`src/rtl/simd_product_accumulator.sv`:
```
// Resolves the multiplier's redundant result pair with a lane-partitioned add, then
// accumulates acc_len products per SIMD lane and emits the total over valid/ready.
module simd_product_accumulator #(
    parameter int unsigned ACC_W = 48,
    parameter int unsigned LEN_W = 8
) (
    input  logic             clk,
    input  logic             reset_n,
    input  logic             in_valid,
    output logic             in_ready,
    input  logic [44:0]      result_0,
    input  logic [44:0]      result_1,
    input  logic [1:0]       mode,
    input  logic             prod_sign,
    input  logic [LEN_W-1:0] acc_len,
    output logic             out_valid,
    input  logic             out_ready,
    output logic [ACC_W-1:0] acc_out,
    output logic [1:0]       acc_mode,
    output logic             busy
);

    localparam int unsigned PW = 45;

    typedef enum logic [1:0] {StIdle, StAccum, StEmit} state_e;

    function automatic logic is_split(input int i, input logic [1:0] m);
        unique case (m)
            2'b00:   return 1'b0;
            2'b01:   return (i == 27);
            default: return (i == 17) || (i == 27) || (i == 35);
        endcase
    endfunction

    // Ripple add with the carry killed into every lane boundary; SIMD modes own no guard bits.
    function automatic logic [ACC_W-1:0] lane_add(input logic [ACC_W-1:0] a,
                                                  input logic [ACC_W-1:0] b,
                                                  input logic [1:0]       m);
        logic [ACC_W-1:0] s;
        logic             c;
        s = '0;
        c = 1'b0;
        for (int i = 0; i < int'(ACC_W); i++) begin
            if (is_split(i, m)) c = 1'b0;
            s[i] = a[i] ^ b[i] ^ c;
            c    = (a[i] & b[i]) | (c & (a[i] ^ b[i]));
        end
        if (m != 2'b00) begin
            for (int i = int'(PW); i < int'(ACC_W); i++) s[i] = 1'b0;
        end
        return s;
    endfunction

    function automatic logic [1:0] norm_mode(input logic [1:0] m);
        return (m == 2'b11) ? 2'b10 : m;
    endfunction

    state_e           r_state;
    state_e           w_state_d;
    logic [1:0]       r_mode;
    logic [LEN_W-1:0] r_len;
    logic [LEN_W-1:0] r_cnt;
    logic [ACC_W-1:0] r_p;
    logic             r_p_vld;
    logic [ACC_W-1:0] r_acc;
    logic [ACC_W-1:0] r_acc_out;

    logic             w_rdy;
    logic             w_accept;
    logic             w_first;
    logic [1:0]       w_mode_eff;
    logic [LEN_W-1:0] w_len_in;
    logic [ACC_W-1:0] w_sum;
    logic [ACC_W-1:0] w_p;

    assign in_ready   = reset_n & w_rdy;
    assign w_accept   = in_valid & in_ready;
    assign w_first    = w_accept & (r_state == StIdle);
    assign w_mode_eff = (r_state == StIdle) ? norm_mode(mode) : r_mode;
    assign w_len_in   = (acc_len == '0) ? LEN_W'(1) : acc_len;
    assign w_sum      = lane_add(ACC_W'(result_0), ACC_W'(result_1), w_mode_eff);

    // Guard bits replicate the product's MSB only for signed 27x18 products.
    always_comb begin
        w_p = w_sum;
        for (int i = int'(PW); i < int'(ACC_W); i++) begin
            w_p[i] = (w_mode_eff == 2'b00) & prod_sign & w_sum[PW-1];
        end
    end

    always_comb begin
        w_state_d = r_state;
        w_rdy     = 1'b0;
        unique case (r_state)
            StIdle: begin
                w_rdy = 1'b1;
                if (in_valid) w_state_d = StAccum;
            end
            StAccum: begin
                w_rdy = (r_cnt < r_len);
                // Last beat counted and nothing left in stage 1: acc is final.
                if ((r_cnt == r_len) && !r_p_vld) w_state_d = StEmit;
            end
            StEmit: begin
                if (out_ready) w_state_d = StIdle;
            end
            default: w_state_d = StIdle;
        endcase
    end

    always_ff @(posedge clk or negedge reset_n) begin
        if (!reset_n) begin
            r_state   <= StIdle;
            r_mode    <= 2'b00;
            r_len     <= '0;
            r_cnt     <= '0;
            r_p       <= '0;
            r_p_vld   <= 1'b0;
            r_acc     <= '0;
            r_acc_out <= '0;
        end else begin
            r_state <= w_state_d;
            r_p_vld <= w_accept;
            if (w_accept) r_p <= w_p;
            if (w_first) begin
                r_mode <= norm_mode(mode);
                r_len  <= w_len_in;
                r_cnt  <= LEN_W'(1);
                r_acc  <= '0;
            end else begin
                if (w_accept) r_cnt <= r_cnt + LEN_W'(1);
                if (r_p_vld) r_acc <= lane_add(r_acc, r_p, r_mode);
            end
            if ((r_state == StAccum) && (w_state_d == StEmit)) r_acc_out <= r_acc;
        end
    end

    assign out_valid = (r_state == StEmit);
    assign acc_out   = r_acc_out;
    assign acc_mode  = r_mode;
    assign busy      = (r_state != StIdle) | r_p_vld;

endmodule

```
`config.mk`:
```
export PLATFORM = sky130hd
export DESIGN_NAME = simd_product_accumulator
export DESIGN_NICKNAME = d
export VERILOG_FILES = /design/src/rtl/simd_product_accumulator.sv
export SDC_FILE = /design/constraint.sdc
export NUM_CORES = 1
export LEC_CHECK = 0
export CAP_MARGIN = 10
export CORE_MARGIN = 1.5
export CORE_UTILIZATION = 45
export DETAILED_ROUTE_END_ITERATION = 16
export PLACE_DENSITY = 0.7
export SYNTH_ARGS = -nofsm -noshare
export SYNTH_HDL_FRONTEND = slang
export SYNTH_SLANG_ARGS = --single-unit
```
`constraint.sdc`:
```
create_clock -name clk -period 29.7 [get_ports clk]
set_input_delay 5.94 -clock clk [delete_from_list [all_inputs] [get_ports clk]]
set_output_delay 5.94 -clock clk [all_outputs]
set_load 0.01 [all_outputs]
```
==> results_dict.tcl, run 1 <==
set metrics [dict create \
    outcome "finished clean" \
    synth_cell_types 39 \
    seq_power_share 0.345 \
    place_congestion 0.7905 \
    clock_skew_ns 0.01209 \
    internal-power_uw 701.1 \
    route.met2.wl_um 8405 \
    cp-start-kind "input port" \
    min_period_over_period 0.7816 \
    antenna_cells 0 \
    synth_nets 932 \
    cpMostUsedCell "fa_1" \
    setup_tns_ns 0 \
    avgSynthCellArea_um2 12.11 \
    final_common_cell "dfrtp_1" \
    cp.depth 56 \
    cp_top_family "adder cells" \
    grt_pass1_wl_um 29060 \
    ys_seq_elements 163 \
    dr.pass1.iters 4 \
    cpPeakStageDelay_ns 0.43 \
    io_pins 158 \
    layout_setup_ws_ns 6.486 \
    max-vdd-ir-drop_v 0.00004234 \
    critPathCaptureType "flop" \
    cts_tree "yes" \
    clk_latency_ns 0.42 \
    vias_per_cell 4.819 \
    rsz0062_at_grt "no" \
    fin_hold_ws_ns 0.4772 \
    wirelength_um 17420 \
    die_height_um 142.9 \
    vias 5561 \
    finalCriticalPeriod_ns 23.21 \
    crit_type "in -> reg" \
    p_comb_frac 0.450 \
    dpl_cell_area_um2 10620 \
    cts_hold_buffers 0 \
    stdcell_area_um2 11220 \
    hold_path_depth 2 \
    drc 0 \
    drive_gt1_frac 0.1477 \
    grt_max_degree 86 \
    start_util 0.4646 \
    p_sw_uw 389.9 \
    slew_headroom 0.2869 \
    yosysSeqAreaShare 0.4632 \
    synthesis.area_um2 8806 \
    numCtsBuffers 17 \
    clkTransAtPathRegs_ns 0.06 \
    fp.dieW_um 142.9 \
    post_drt_wl_per_cell_um 15.10 \
    ctsHtreeMaxLevel 4 \
    drtIter0Drc 218 \
    cp_data_required_time_ns 30.00 \
    switching_share 0.3573 \
    p_leak_uw 0.005018 \
    placeableCoreArea_um2 18960 \
    post-cts-setup-buffers 0 \
    mostFrequentLayoutCells "dfrtp_1 (162), clkdlybuf4s50_1 (156), inv_1 (102)" \
    reg2reg_from "r_acc[0]$_DFFE_PN0P_" \
    setup_viol 0 \
    clock-sinks 163 \
    num-nets-final 1086 \
    cp-startpoint "result_0[0]" \
    cts_root_buf "clkbuf_16" \
    r2r_cells 60 \
    hold_class "reg -> reg" \
    ctsResizeCount 0 \
    hold_violations 0 \
    dieArea_um2 20420 \
    place_ws_ns 5.913 \
    grtUsageTotal 0.1875 \
    syn_inst 727 \
    overflow 0 \
    worstMarginPinSlew_ns 1.066 \
    met1_length_um 8013 \
    crit_buf_inv 6 \
    pwr-share-clk 0.205 \
    portBuffers 157 \
    rows 50 \
    cp_slowest_cell "fa_1" \
    place_hpwl_um 12320 \
    fmax_mhz 43.08 \
    yosys_warnings 0 \
    top_layer_used "met4" \
    crit_fanout 2 \
    p_per_area_nw_per_um2 97.22 \
    antenna_found_initial 0 \
    area_delta_synth_final_pct 27.44 \
    crit_arrival_ns 23.52 \
    clk_path_buf_depth 2 \
    dr_wl_met3_um 771 \
    holdCritStartpoint "acc_out[20]$_DFFE_PN0P_" \
    grt_pass1_vias 5880 \
    maxSlewViolCount 0 \
    drtAntennaViolNets 0 \
    cap_violations 0 \
]
## worst reg2reg max path, delay by kind of cell (launching register included)
kind	cells	cell delay (ns)
AOI/OAI and AO/OA	2	0.31
adders and majority gates	47	16.18
buffers and inverters	6	0.41
and+or+nand+nor	4	0.29
DFF	1	0.37
xor gates and xnor gates	1	0.15
## cell type report
class | count | area (um2)
Fill cell | 1591 | 7734
Multi-Input combinational cell | 434 | 4217
Sequential cell | 163 | 4080
Timing Repair Buffer | 163 | 1618
Clock buffer | 19 | 452.9
Inverter | 102 | 382.9
Tap cell | 260 | 325.3
Clock inverter | 13 | 146.4
## power groups by stage
stage | Clock [uW] | Sequential, uW | Combinational [uW]
3_5_place_dp | 0 | 382 | 497
3_3_place_gp | 0 | 378 | 477
2_1_floorplan | 0 | 379 | 335
4_1_cts | 229 | 378 | 500
5_1_grt | 238 | 391 | 571
6_report | 223 | 377 | 491
## routing by layer
metal,track usage,up-vias
met2,0.3030,116
li1,-,2631
met1,0.2547,2794
met5,0,-
met4,0.05751,0
met3,0.04125,20
## path summary, 6_finish.rpt
path / end / slack, ns
max: r_p[44]$_DFFE_PN0P_ / 6.49
min: acc_out[20]$_DFFE_PN0P_ / 0.48
max reg2reg: r_acc[47]$_DFFE_PN0P_ / 11.91
min reg2reg: acc_out[20]$_DFFE_PN0P_ / 0.48
max in group asynchronous: r_acc[13]$_DFFE_PN0P_ / 23.04
min in group asynchronous: acc_out[6]$_DFFE_PN0P_ / 5.43
## through the flow
step | std cells | total power [uW] | util
final | 1154 | 1091 | 0.5920
after global routing | 1154 | 1199 | 0.5920
after CTS | 1154 | 1107 | 0.5920
after detailed placement | 1122 | 878.7 | 0.5604
after global placement | 1122 | 855.0 | 0.5604
after floorplan | 727 | 714.3 | -
## flip-flops by register name, indices dropped and copies added, names as in the netlist
name / cells
acc_mode: 2
r_len: 8
r_p_vld: 1
r_cnt: 8
r_acc: 48
r_state: 2
r_p: 46
acc_out: 48
## cells by family (layout without fill, tap and decap cells)
| family | count (synthesis) | after routing | synth area share |
|---|---|---|---|
| DFF | 163 | 163 | 0.4632 |
| and+or+nand+nor | 156 | 156 | 0.07758 |
| buffers and inverters | 130 | 297 | 0.05882 |
| muxes | 110 | 110 | 0.1377 |
| adders and majority gates | 100 | 100 | 0.2180 |
| AOI/OAI and AO/OA | 65 | 65 | 0.04177 |
| xor gates and xnor gates | 3 | 3 | 0.002984 |
## cells in the mapped netlist (all sizes together)
master  count  area share
nand4b      1     0.00099
or4         1     0.00085
a21o        1     0.00085
or2         1     0.00071
a211oi      3      0.0040
o211ai      1     0.00085
buf         6      0.0060
nand4       5      0.0036
dfrtp     163        0.46
a31o        1     0.00099
xnor2       3      0.0030
nand3b      1     0.00085
a21oi       7      0.0040
inv       102       0.043
o21ai      47       0.027
fa         89        0.20
o21a        1     0.00085
nor2b       1     0.00071
mux2       89        0.11
o311ai      1     0.00099
ha         11       0.016
nor3b       1     0.00085
nor4        4      0.0028
clkbuf     22      0.0094
or3         1     0.00071
mux2i      21       0.024
o31ai       3      0.0026
nand2      66       0.028
nand2b      8      0.0057
nand3       8      0.0045
nor3        6      0.0047
nor2       52       0.022
Power figures use the tool's default switching activity.
==> run 2, diff against run 1 <==
==> constraint.sdc (replaced) <==
create_clock -name clk -period 22.3 [get_ports clk]
set_input_delay 4.46 -clock clk [delete_from_list [all_inputs] [get_ports clk]]
set_output_delay 4.46 -clock clk [all_outputs]
set_load 0.01 [all_outputs]
==> run 2 against run 1 <==
Net effect:
- final cell count is the same
- largest cell class unchanged
- sequential share of layout area shrank 0.19 points
- sequential power up 33%
- highest routed layer unchanged
==> results_dict.tcl, run 2 (synthesis results as in run 1) <==
set metrics [dict create \
    p_sw_uw 523.2 \
    final_common_cell "dfrtp_1" \
    p_comb_frac 0.448 \
    cts_hold_buffers 0 \
    clk_latency_ns 0.42 \
    final_cell_count_no_fill 1154 \
    clock_skew_ns 0.01052 \
    cpPeakStageDelay_ns 0.42 \
    grt_pass1_wl_um 29600 \
    cpMostUsedCell "fa_1" \
    drive_gt1_frac 0.1544 \
    rows 50 \
    wirelength_um 17520 \
    maxSlewViolCount 0 \
    fmax_mhz 46.20 \
    ctsHtreeMaxLevel 4 \
    clk_path_buf_depth 2 \
    io_pins 158 \
    crit_fanout 2 \
    post-place-cells 1122 \
    max-vdd-ir-drop_v 0.00005544 \
    outcome "finished clean" \
    clock-sinks 163 \
    switching_share 0.3543 \
    area_delta_synth_final_pct 28.09 \
    placeableCoreArea_um2 18960 \
    cap_violations 0 \
    numCtsBuffers 17 \
    min_period_over_period 0.9707 \
    portBuffers 157 \
    hold_violations 0 \
    seqCellArea_um2 4080 \
    p_leak_uw 0.005039 \
    drc 0 \
    r2r_slack_ns 4.35 \
    dieArea_um2 20420 \
    antenna_found_initial 0 \
    clkTransAtPathRegs_ns 0.07 \
    dr.pass1.iters 4 \
    finalCriticalPeriod_ns 21.65 \
    place_congestion 0.7907 \
    cp_data_required_time_ns 22.61 \
    crit_type "in -> reg" \
    p_per_area_nw_per_um2 130.9 \
    cp-start-kind "input port" \
    grt_max_degree 86 \
    nFillCells 1589 \
    vias 5553 \
    mostFrequentLayoutCells "dfrtp_1 (162), clkdlybuf4s50_1 (156), inv_1 (102)" \
    overflow 0 \
    crit_arrival_ns 21.96 \
    grt_pass1_vias 6041 \
    fp.dieW_um 142.9 \
    seq_power_share 0.340 \
    num-nets-final 1086 \
    fin_hold_ws_ns 0.4778 \
    internal-power_uw 953.4 \
    antenna_cells 0 \
    setup_viol 0 \
    critPathCaptureType "flop" \
    postLayoutCoreUtil 0.5951 \
    slew_headroom 0.2829 \
    drtAntennaViolNets 0 \
    cp_slowest_cell "clkdlybuf4s50_1" \
    rsz0062_at_grt "no" \
    start_util 0.4646 \
    vias_per_cell 4.812 \
    post_drt_wl_per_cell_um 15.18 \
    worstMarginPinSlew_ns 1.072 \
    hold_class "reg -> reg" \
    pwr-share-clk 0.213 \
    cts_tree "yes" \
    place_hpwl_um 12520 \
    grtUsageTotal 0.1899 \
    multi_input_area_um2 4242 \
    cts_root_buf "clkbuf_16" \
    drtIter0Drc 184 \
    die_height_um 142.9 \
]
==> run 2: cell count changes in the layout (fill, tap and decap cells not counted) <==
cell       previous run  this run
fa_1                 89        85
fa_2                  0         4
clkinv_4              1         4
inv_6                 6         3
bufinv_16             2         4
clkbuf_8              2         0
xnor2_1               3         1
xnor2_2               0         2
==> run 2: final timing paths <==
check / cells after the start / end / startpoint
max in group asynchronous: 2 / r_p_vld$_DFF_PN0_ / reset_n
min in group asynchronous: 1 / acc_out[9]$_DFFE_PN0P_ / reset_n
min reg2reg: 2 / acc_out[10]$_DFFE_PN0P_ / acc_out[10]$_DFFE_PN0P_
max reg2reg: 60 / r_acc[47]$_DFFE_PN0P_ / r_acc[0]$_DFFE_PN0P_
max: 56 / r_p[44]$_DFFE_PN0P_ / result_0[0]
min: 2 / acc_out[10]$_DFFE_PN0P_ / acc_out[10]$_DFFE_PN0P_
==> run 2: through the flow <==
step / power (uW) / TNS (ns) / worst slack, ns / cell area, um2
detailed placement: 1176 / -0.09677 / -0.06238 / 10620
global route: 1622 / 0 / 0.01259 / 11280
CTS: 1500 / 0 / 0.4191 / 11250
floorplan: 951.4 / 0 / 1.262 / 8806
global placement: 1139 / 0 / 0.2263 / 10620
finish: 1477 / 0 / 0.6545 / 11280
==> run 2: cell type report <==
type	count	share of cell area
clock buffer	17	0.03771
clock inverter	15	0.01830
inverter	102	0.03394
multi-input combinational	434	0.3760
sequential	163	0.3617
tap	260	0.02884
timing repair buffer	163	0.1434
==> run 2: timing repair <==
item | CTS | global route
endpoints found under the setup margin | 0 | 2
buffers inserted | 0 | 0
gates resized for setup | 0 | 6
hold endpoints to repair | 0 | 0
==> run 2: power groups by stage <==
stage	Sequential, uW	Combinational, uW	Clock [uW]
3_5_place_dp	508	668	0
4_1_cts	504	674	322
2_1_floorplan	505	446	0
3_3_place_gp	504	635	0
6_report	502	661	314
5_1_grt	520	768	334
==> run 2: critical path, delay by kind of cell <==
family	cells	cell delay (ns)
XOR/XNOR	2	0.29
adder cells (fa/ha/maj)	44	15.96
buffers and inverters	6	0.71
multiplexers	1	0.29
AND/OR/NAND/NOR	3	0.24
==> run 2: routing by layer <==
metal	wire [um]	global-route usage
met1	8021	0.2519
met2	8415	0.3135
met3	701	0.03555
met4	381	0.06891
met5	0	0
